### config.mk
export PLATFORM = sky130hd
export DESIGN_NAME = mp_regfile_sb
export DESIGN_NICKNAME = d
export VERILOG_FILES = /design/src/rtl/mp_regfile_sb.sv
export SDC_FILE = /design/constraint.sdc
export NUM_CORES = 2
export LEC_CHECK = 0
export ABC_CLOCK_PERIOD_IN_PS = 6100
export CAP_MARGIN = 20
export CORE_MARGIN = 2
export CORE_UTILIZATION = 30
export DETAILED_ROUTE_END_ITERATION = 8
export GPL_TIMING_DRIVEN = 0
export HOLD_SLACK_MARGIN = 0.03
export PLACE_DENSITY_LB_ADDON = 0.2
export SKIP_LAST_GASP = 1
export SYNTH_ARGS = -nofsm -noshare
export SYNTH_HDL_FRONTEND = slang
export SYNTH_SLANG_ARGS = --single-unit
### constraint.sdc
create_clock -name clk -period 6.1 [get_ports clk]
set_input_delay 0.915 -clock clk [delete_from_list [all_inputs] [get_ports clk]]
set_output_delay 0.915 -clock clk [all_outputs]
set_load 0.05 [all_outputs]
### src/rtl/mp_regfile_sb.sv
// mp_regfile_sb
//
// Multi-ported register file with an attached scoreboard of pending
// destination registers.  Register 0 is hardwired to zero and is never
// pending.  Each write port both stores data and clears the pending bit of
// its target register.  Each issue port marks its destination register as
// pending.  A higher port index is a younger instruction.
//
// Optional feature (compile-time macro):
//   REGFILE_BYPASS_EN  - same-cycle write-to-read forwarding on every read port.
//                        Undefined by default: reads show stored state only.
//
// Parameters:
//   DATA_W  register width in bits
//   ADDR_W  address width, depth = 2**ADDR_W
//   NUM_RD  number of read ports
//   NUM_WR  number of write ports and of issue ports
//
// Ports:
//   clk       rising-edge clock
//   rst       asynchronous active-low reset
//   wr_en     per-port write enable
//   wr_addr   packed write addresses, port p at [p*ADDR_W +: ADDR_W]
//   wr_data   packed write data, port p at [p*DATA_W +: DATA_W]
//   iss_en    per-port issue strobe, marks iss_addr pending
//   iss_addr  packed issue destination addresses
//   rd_addr   packed read addresses
//   rd_data   packed read data, combinational
//   rd_busy   per-read-port pending flag of the addressed register
//   busy_cnt  number of registers currently pending
module mp_regfile_sb #(
    parameter int DATA_W = 32,
    parameter int ADDR_W = 5,
    parameter int NUM_RD = 4,
    parameter int NUM_WR = 2
) (
    input  logic                       clk,
    input  logic                       rst,
    input  logic [NUM_WR-1:0]          wr_en,
    input  logic [NUM_WR*ADDR_W-1:0]   wr_addr,
    input  logic [NUM_WR*DATA_W-1:0]   wr_data,
    input  logic [NUM_WR-1:0]          iss_en,
    input  logic [NUM_WR*ADDR_W-1:0]   iss_addr,
    input  logic [NUM_RD*ADDR_W-1:0]   rd_addr,
    output logic [NUM_RD*DATA_W-1:0]   rd_data,
    output logic [NUM_RD-1:0]          rd_busy,
    output logic [ADDR_W:0]            busy_cnt
);

    localparam int DEPTH = 2 ** ADDR_W;

    logic [DATA_W-1:0] regs_q [DEPTH];
    logic [DATA_W-1:0] regs_d [DEPTH];
    logic [DEPTH-1:0]  busy_q;
    logic [DEPTH-1:0]  busy_d;
    logic [ADDR_W:0]   busyCnt_q;
    logic [ADDR_W:0]   busyCnt_d;

    // Next-state: ports are walked in ascending order so the youngest
    // (highest-index) write to an address is the one that sticks.  Issues
    // are applied after all write-side clears so a same-cycle issue wins.
    always_comb begin
        regs_d = regs_q;
        busy_d = busy_q;
        for (int p = 0; p < NUM_WR; p++) begin
            if (wr_en[p]) begin
                regs_d[wr_addr[p*ADDR_W +: ADDR_W]] = wr_data[p*DATA_W +: DATA_W];
                busy_d[wr_addr[p*ADDR_W +: ADDR_W]] = 1'b0;
            end
        end
        for (int p = 0; p < NUM_WR; p++) begin
            if (iss_en[p]) begin
                busy_d[iss_addr[p*ADDR_W +: ADDR_W]] = 1'b1;
            end
        end
        // Anything aimed at register 0 is discarded here.
        regs_d[0] = '0;
        busy_d[0] = 1'b0;
        busyCnt_d = '0;
        for (int i = 0; i < DEPTH; i++) begin
            busyCnt_d = busyCnt_d + (ADDR_W+1)'(busy_d[i]);
        end
    end

    // Storage, scoreboard and pending count all advance on the same edge.
    always_ff @(posedge clk or negedge rst) begin
        if (!rst) begin
            for (int i = 0; i < DEPTH; i++) begin
                regs_q[i] <= '0;
            end
            busy_q    <= '0;
            busyCnt_q <= '0;
        end else begin
            regs_q    <= regs_d;
            busy_q    <= busy_d;
            busyCnt_q <= busyCnt_d;
        end
    end

    assign busy_cnt = busyCnt_q;

`ifdef REGFILE_BYPASS_EN
    logic [NUM_RD-1:0] wrHit;
    logic [NUM_RD-1:0] issHit;

    // Read path with forwarding.  A matching in-flight write supplies the
    // data and means the register is no longer pending, unless an issue in
    // the same cycle re-marks it.  Forwarding is gated by rst so nothing
    // leaks through while the file is held in reset.
    always_comb begin
        rd_data = '0;
        rd_busy = '0;
        wrHit   = '0;
        issHit  = '0;
        for (int r = 0; r < NUM_RD; r++) begin
            if (rd_addr[r*ADDR_W +: ADDR_W] != '0) begin
                rd_data[r*DATA_W +: DATA_W] = regs_q[rd_addr[r*ADDR_W +: ADDR_W]];
                rd_busy[r] = busy_q[rd_addr[r*ADDR_W +: ADDR_W]];
                for (int p = 0; p < NUM_WR; p++) begin
                    if (rst && wr_en[p] &&
                        (wr_addr[p*ADDR_W +: ADDR_W] == rd_addr[r*ADDR_W +: ADDR_W])) begin
                        rd_data[r*DATA_W +: DATA_W] = wr_data[p*DATA_W +: DATA_W];
                        wrHit[r] = 1'b1;
                    end
                    if (rst && iss_en[p] &&
                        (iss_addr[p*ADDR_W +: ADDR_W] == rd_addr[r*ADDR_W +: ADDR_W])) begin
                        issHit[r] = 1'b1;
                    end
                end
                if (wrHit[r]) begin
                    rd_busy[r] = issHit[r];
                end
            end
        end
    end
`else
    // Read path without forwarding: stored state only, register 0 forced to 0.
    always_comb begin
        rd_data = '0;
        rd_busy = '0;
        for (int r = 0; r < NUM_RD; r++) begin
            if (rd_addr[r*ADDR_W +: ADDR_W] != '0) begin
                rd_data[r*DATA_W +: DATA_W] = regs_q[rd_addr[r*ADDR_W +: ADDR_W]];
                rd_busy[r] = busy_q[rd_addr[r*ADDR_W +: ADDR_W]];
            end
        end
    end
`endif

endmodule

# Word-level counts from Yosys, hierarchy flattened
# Cells that the tools add are included.
[op_classes]
bitwise = 12
addsub = 30
n_lt_le_gt_ge = 20
n_reduce_logical = 10
muxes = 48
[ops]
columns = ["operator", "count"]
rows = [
  ["1024-bit bitwise mux", 2],
  ["1024-bit two-way mux", 1],
  ["992-bit two-way mux", 1],
  ["32-bit binary-select mux with 5-bit select", 4],
  ["32-bit two-way mux", 18],
  ["32-bit demux with 5-bit select", 2],
  ["6-bit by 1-bit adder with 6-bit output", 25],
  ["32-bit AND", 2],
  ["32-bit NOT", 2],
  ["32-bit bitwise OR", 2],
  ["5-bit by 6-bit less-than comparator with 1-bit output (second input constant)", 8],
  ["6-bit >= comparator (second input constant)", 6],
  ["5-bit NOT with 6-bit output", 6],
  ["1-bit binary-select mux with 5-bit select", 4],
  ["1-bit demux with 5-bit select", 4],
  ["5-bit by 1-bit >= comparator with 1-bit output (second input constant)", 4],
  ["5-bit nonzero test", 4],
  ["6-bit by 1-bit less-than comparator with 1-bit output (second input constant)", 2],
  ["1-bit two-way mux", 12],
  ["5-bit by 1-bit adder with 6-bit output", 1],
  ["1-bit logical AND", 6],
  ["4-bit by 1-bit adder with 5-bit output", 1],
  ["3-bit by 1-bit adder with 4-bit output", 1],
  ["2-bit by 1-bit adder with 3-bit output", 1],
  ["1-bit by 1-bit adder with 2-bit output", 1],
]
[word_totals]
ff_bits = 1029
in_bits = 110
wordCells = 153

# Depth between registers and ports, before layout
[logic_depth]
word_depth = 43
ltp_mapped = 21

# Worst setup path before layout
# Ideal clock, no wire load.
[synth_timing]
path_kind = "in2reg"
start = "input wr_addr[9]"
end = "register busyCnt_q[4] (netlist: busy_cnt[4])"
cell_stages = 21
setup_ns = 0.080
path_buffers = 3
setup_slack_ns = -0.598
required_ns = 6.020
arrival_ns = 6.618
path_cell_list = "clkbuf_1 -> and4b_1 -> and2_1 -> clkbuf_1 -> clkbuf_1 -> o21ai_0 -> fa_1 -> inv_1 -> fa_1 -> inv_1 -> fa_1 -> fa_1 -> inv_1 -> fa_1 -> fa_1 -> inv_1 -> fa_1 -> fa_1 -> a21o_1 -> a21oi_1 -> xnor2_1"
[synth_rtl]
columns = ["element", "line", "source"]
rows = [
  ["start: declaration", "40", "input logic [NUM_WR*ADDR_W-1:0] wr_addr,"],
  ["5-bit by 6-bit less-than comparator with 1-bit output (implied by the code) or 5-bit by 1-bit >= comparator with 1-bit output (tied branches)", "68", "busy_d[wr_addr[p*ADDR_W +: ADDR_W]] = 1'b0;"],
  ["1-bit logical AND (implied by the code)", "68", ""],
  ["1-bit two-way mux (implied by the code)", "68", ""],
  ["1-bit demux with 5-bit select (*)", "68", ""],
  ["32-bit NOT (no line) (*)", "-", ""],
  ["32-bit AND (no line) (*)", "-", ""],
  ["32-bit two-way mux (*)", "66", "if (wr_en[p]) begin"],
  ["32-bit bitwise OR (no line)", "-", ""],
  ["32-bit two-way mux (*)", "72", "if (iss_en[p]) begin"],
  ["32-bit bitwise OR (no line)", "-", ""],
  ["32-bit two-way mux (*)", "72", ""],
  ["named net busy_d[18]", "55", "logic [DEPTH-1:0] busy_d;"],
  ["6-bit by 1-bit adder with 6-bit output (*) (14 in series)", "81", "busyCnt_d = busyCnt_d + (ADDR_W+1)'(busy_d[i]);"],
  ["named net busyCnt_d[4]", "57", "logic [ADDR_W:0] busyCnt_d;"],
  ["end signal: assignment", "96", "busyCnt_q <= busyCnt_d;"],
  ["end: declaration", "56", "logic [ADDR_W:0] busyCnt_q;"],
]
# Mark *: on every way through the listed nets, which the timed path passes. The rest lies on a longest branch.

# Worst setup path in the final report
[layout_timing]
start = "input rd_addr[1]"
end = "output rd_data[11]"
[layout_between]
elab_chain_cells = 5
[layout_lines]
columns = ["element", "line", "source"]
rows = [
  ["start: declaration", "44", "input logic [NUM_RD*ADDR_W-1:0] rd_addr,"],
  ["5-bit NOT with 6-bit output (implied by the code)", "143", "rd_data[r*DATA_W +: DATA_W] = regs_q[rd_addr[r*ADDR_W +: ADDR_W]];"],
  ["32-bit binary-select mux with 5-bit select", "143", ""],
  ["32-bit two-way mux (implied by the code) (2 in series)", "143", ""],
  ["32-bit two-way mux (*)", "142", "if (rd_addr[r*ADDR_W +: ADDR_W] != '0) begin"],
  ["end: declaration", "45", "output logic [NUM_RD*DATA_W-1:0] rd_data,"],
]
# Every way passes the cells marked *; elsewhere a longest branch is shown, timed or not. The select of a mux whose other input is x is not followed.

==> flow_summary.json <==
{
  "clock.fmax_mhz": 155.0,
  "synth_top_area_share": 0.3128,
  "rrSetupSlack_ps": 590,
  "first_pass_iters": 6,
  "drc_errors": 0,
  "async_flop_share": 1.000,
  "cp_max_fo": 10,
  "final_hold_viol_count": 0,
  "arrival_ps": 5540,
  "slew_viol_final": 0,
  "areaGrowthSynthToFinish_pct": 20.36,
  "syn_area_mm2": 0.08232,
  "vias": 92100,
  "synth_seq_area_share": 0.3128,
  "start_util": 0.3011,
  "rsz0062_at_grt": "true",
  "hold_path.class": "reg -> reg",
  "p_leak_uw": 0.04407,
  "die_w_um": 527.8,
  "finalSetupViolCount": 91,
  "grt_pass1_wl_mm": 934.1,
  "start_kind": "input pin",
  "r2r-start": "busy_q[26]",
  "insertion_delay_ps": 880,
  "grt_pass1_vias": 84960,
  "htreeDepth": 4,
  "fin_cells": 12990,
  "antenna_found_initial": 83,
  "drtIter0Drc": 16170,
  "critPathRequiredTime_ps": 5180,
  "rows": 192,
  "ir_worst_vdd_mv": 0.9086,
  "grt_max_degree": 150,
  "max_cap_violations": 0,
  "dp.cells": 12650,
  "fin_crit_sh": 1.057,
  "die_h_um": 527.8,
  "max_slew_margin": 0.01211,
  "cts_buffer_depth": 4,
  "cts_buffers": 149,
  "ys_ff_latch": 1029,
  "portBuffers": 231,
  "ys_top_cells_by_area": "dfrtp_1 31%, mux2i_1 27%, mux4_2 7.3%, o22ai_1 4.2%, mux2_2 3.3%",
  "cellPowerDensity_mw_per_mm2": 383.5,
  "fin_util": 0.3624,
  "wl_per_cell_um": 57.72,
  "routed_wl_mm": 749.6,
  "cts-root-buf": "clkbuf_16",
  "core-area_mm2": 0.2734,
  "die_area_mm2": 0.2786,
  "dp_hpwl_mm": 582.5,
  "netlist_instances": 8628,
  "fin_crit_ps": 6450,
  "vias_per_cell": 7.092,
  "ant_nets": 0,
  "crit_type": "in -> out",
  "setup.worst_path.start": "rd_addr[1]",
  "nNetsFinal": 9375,
  "setup_ws_ps": -350.2,
  "io_pins": 248,
  "min_from": "regs_q[116]",
  "tns_ps": -13670,
  "synth-edff-count": 0,
  "cts_tree": "built",
  "path_clk_slew_ps": 60,
  "syn_nets": 8768,
  "hold_ws_ps": 621.4,
  "synth_cell_type_count": 54,
  "track_usage": 0.5196,
  "cts.sinks": 1029,
  "synth_flop_cell": "dfrtp_1",
  "synth_area_leader_cell": "dfrtp_1",
  "drive_gt1_frac": 0.1792,
  "worst_pin_slew_ps": 1482,
  "endpoint_kind": "output pin",
  "globalplace.congestion": 1.097,
  "syn_avg_cell_area_um2": 9.541,
  "violations": "negative setup slack",
  "grt_overflow": 0,
  "finClkSkew_ps": 20.59,
  "ys_warn_count": 0,
  "outcome": "finished with violations"
}
-- final timing paths --
path / end / depth (start not counted)
setup / recovery: rd_data[11] / 10
hold / removal: regs_q[116] / 2
setup reg to reg: busy_cnt[4] / 15
hold reg to reg: regs_q[116] / 2
max in group asynchronous: regs_q[210] / 5
min in group asynchronous: regs_q[667] / 2
-- power by group --
group	leakage, µW	internal (µW)	switching [µW]
clock	0.00238	5350	3980
combinational	0.0292	6410	10000
sequential	0.0125	8700	3520
total	0.0441	20500	17500
-- synthesized netlist by cell type (15+ instances only) --
library cell  instances
mux2_1               22
fa_1                 23
nor3_1              394
a221o_1             132
a32oi_1              37
a221oi_1            157
nor2b_1              18
a31oi_1              75
mux4_2              268
a21oi_1             489
clkbuf_1            604
inv_1                34
dfrtp_1            1029
nand2_1             706
mux2i_1            2240
a31o_2               16
o21ai_0             488
nand2b_1             15
mux2_2              242
nor2_1              532
nand3_1              15
buf_1                80
o22ai_1             549
buf_2               282
a221oi_2             29
buf_4                45
-- metrics by stage --
| stage | setup WS [ps] | instance area (µm²) | power, µW |
|---|---|---|---|
| 5_1_grt | -276.3 | 98960 | 38720 |
| 4_1_cts | -239.4 | 98400 | 37030 |
| 3_5_place_dp | -2577 | 92520 | 27580 |
| 2_1_floorplan | -112.2 | 82450 | 19740 |
| 6_report | -350.2 | 99080 | 38000 |
| 3_3_place_gp | -48500 | 89260 | 27200 |
-- worst max-delay path, stage by stage --
cell	delay (ps)
buf_4	170
buf_6	310
buf_4	520
nand2_1	340
buf_2	390
clkbuf_2	650
o22ai_1	430
nor3_1	90
nor3_1	640
clkdlybuf4s50_1	950
-- layout by cell type, fill, tap and decap left out, types with 42 or more instances in the layout --
cell / n
a221oi_1: 110
clkdlybuf4s50_1: 181
mux2_2: 242
dfrtp_1: 1029
mux2i_1: 2240
clkbuf_1: 522
diode_2: 55
clkbuf_2: 91
nor3_1: 352
nand2_1: 689
clkbuf_16: 152
o22ai_1: 545
a21oi_1: 487
nor2_1: 526
a221o_1: 132
o21ai_0: 484
a221oi_2: 70
a31oi_1: 70
mux4_2: 268
buf_2: 225
nor3_2: 42
buf_4: 160
buf_1: 52
buf_8: 145
-- sequential cells by signal (all words and copies together), names as in the netlist --
register	count
busy_q	31
busy_cnt	6
regs_q	992
-- logic make-up (layout without fill, tap and decap cells) --
group	Yosys count	count (layout)	share of synthesized area
other	0	55	0
multiplexers	2772	2772	0.3818
XOR/XNOR	3	3	0.0003192
AO/OA/AOI/OAI	1989	1989	0.1522
AND/OR/NAND/NOR	1749	1749	0.09069
flip-flops	1029	1029	0.3128
buffers and inverters	1056	1771	0.05554
adder cells (fa/ha/maj)	30	30	0.006657
-- layer usage --
layer  global-route usage  share of wire  vias to the layer above
met2               0.6869           0.38                     8604
met3               0.2155           0.13                     2268
li1                     -              -                    33700
met4               0.4316           0.10                       26
met1               0.6484           0.39                    47500
met5              0.01126        0.00065                        -
-- area by class of cell --
type	count	area (µm²)
Buffer	1011	4957
Antenna cell	55	137.6
Inverter	34	127.6
Clock inverter	40	505.5
Multi-Input combinational cell	6543	53020
Clock buffer	219	4345
Fill cell	27850	174300
Timing Repair Buffer	467	5748
Tap cell	3589	4491
Sequential cell	1029	25750
-- what timing repair did --
action / 4_1_cts / 5_1_grt
endpoints found under the hold margin: 12 / 0
gates resized for setup: 322 / 90
hold buffers: 1 / 0
pin swaps: 10 / 5
endpoints found under the setup margin: 135 / 39
cloned: 0 / 0
buffers inserted: 10 / 2
(Power assumes the default switching activity.)
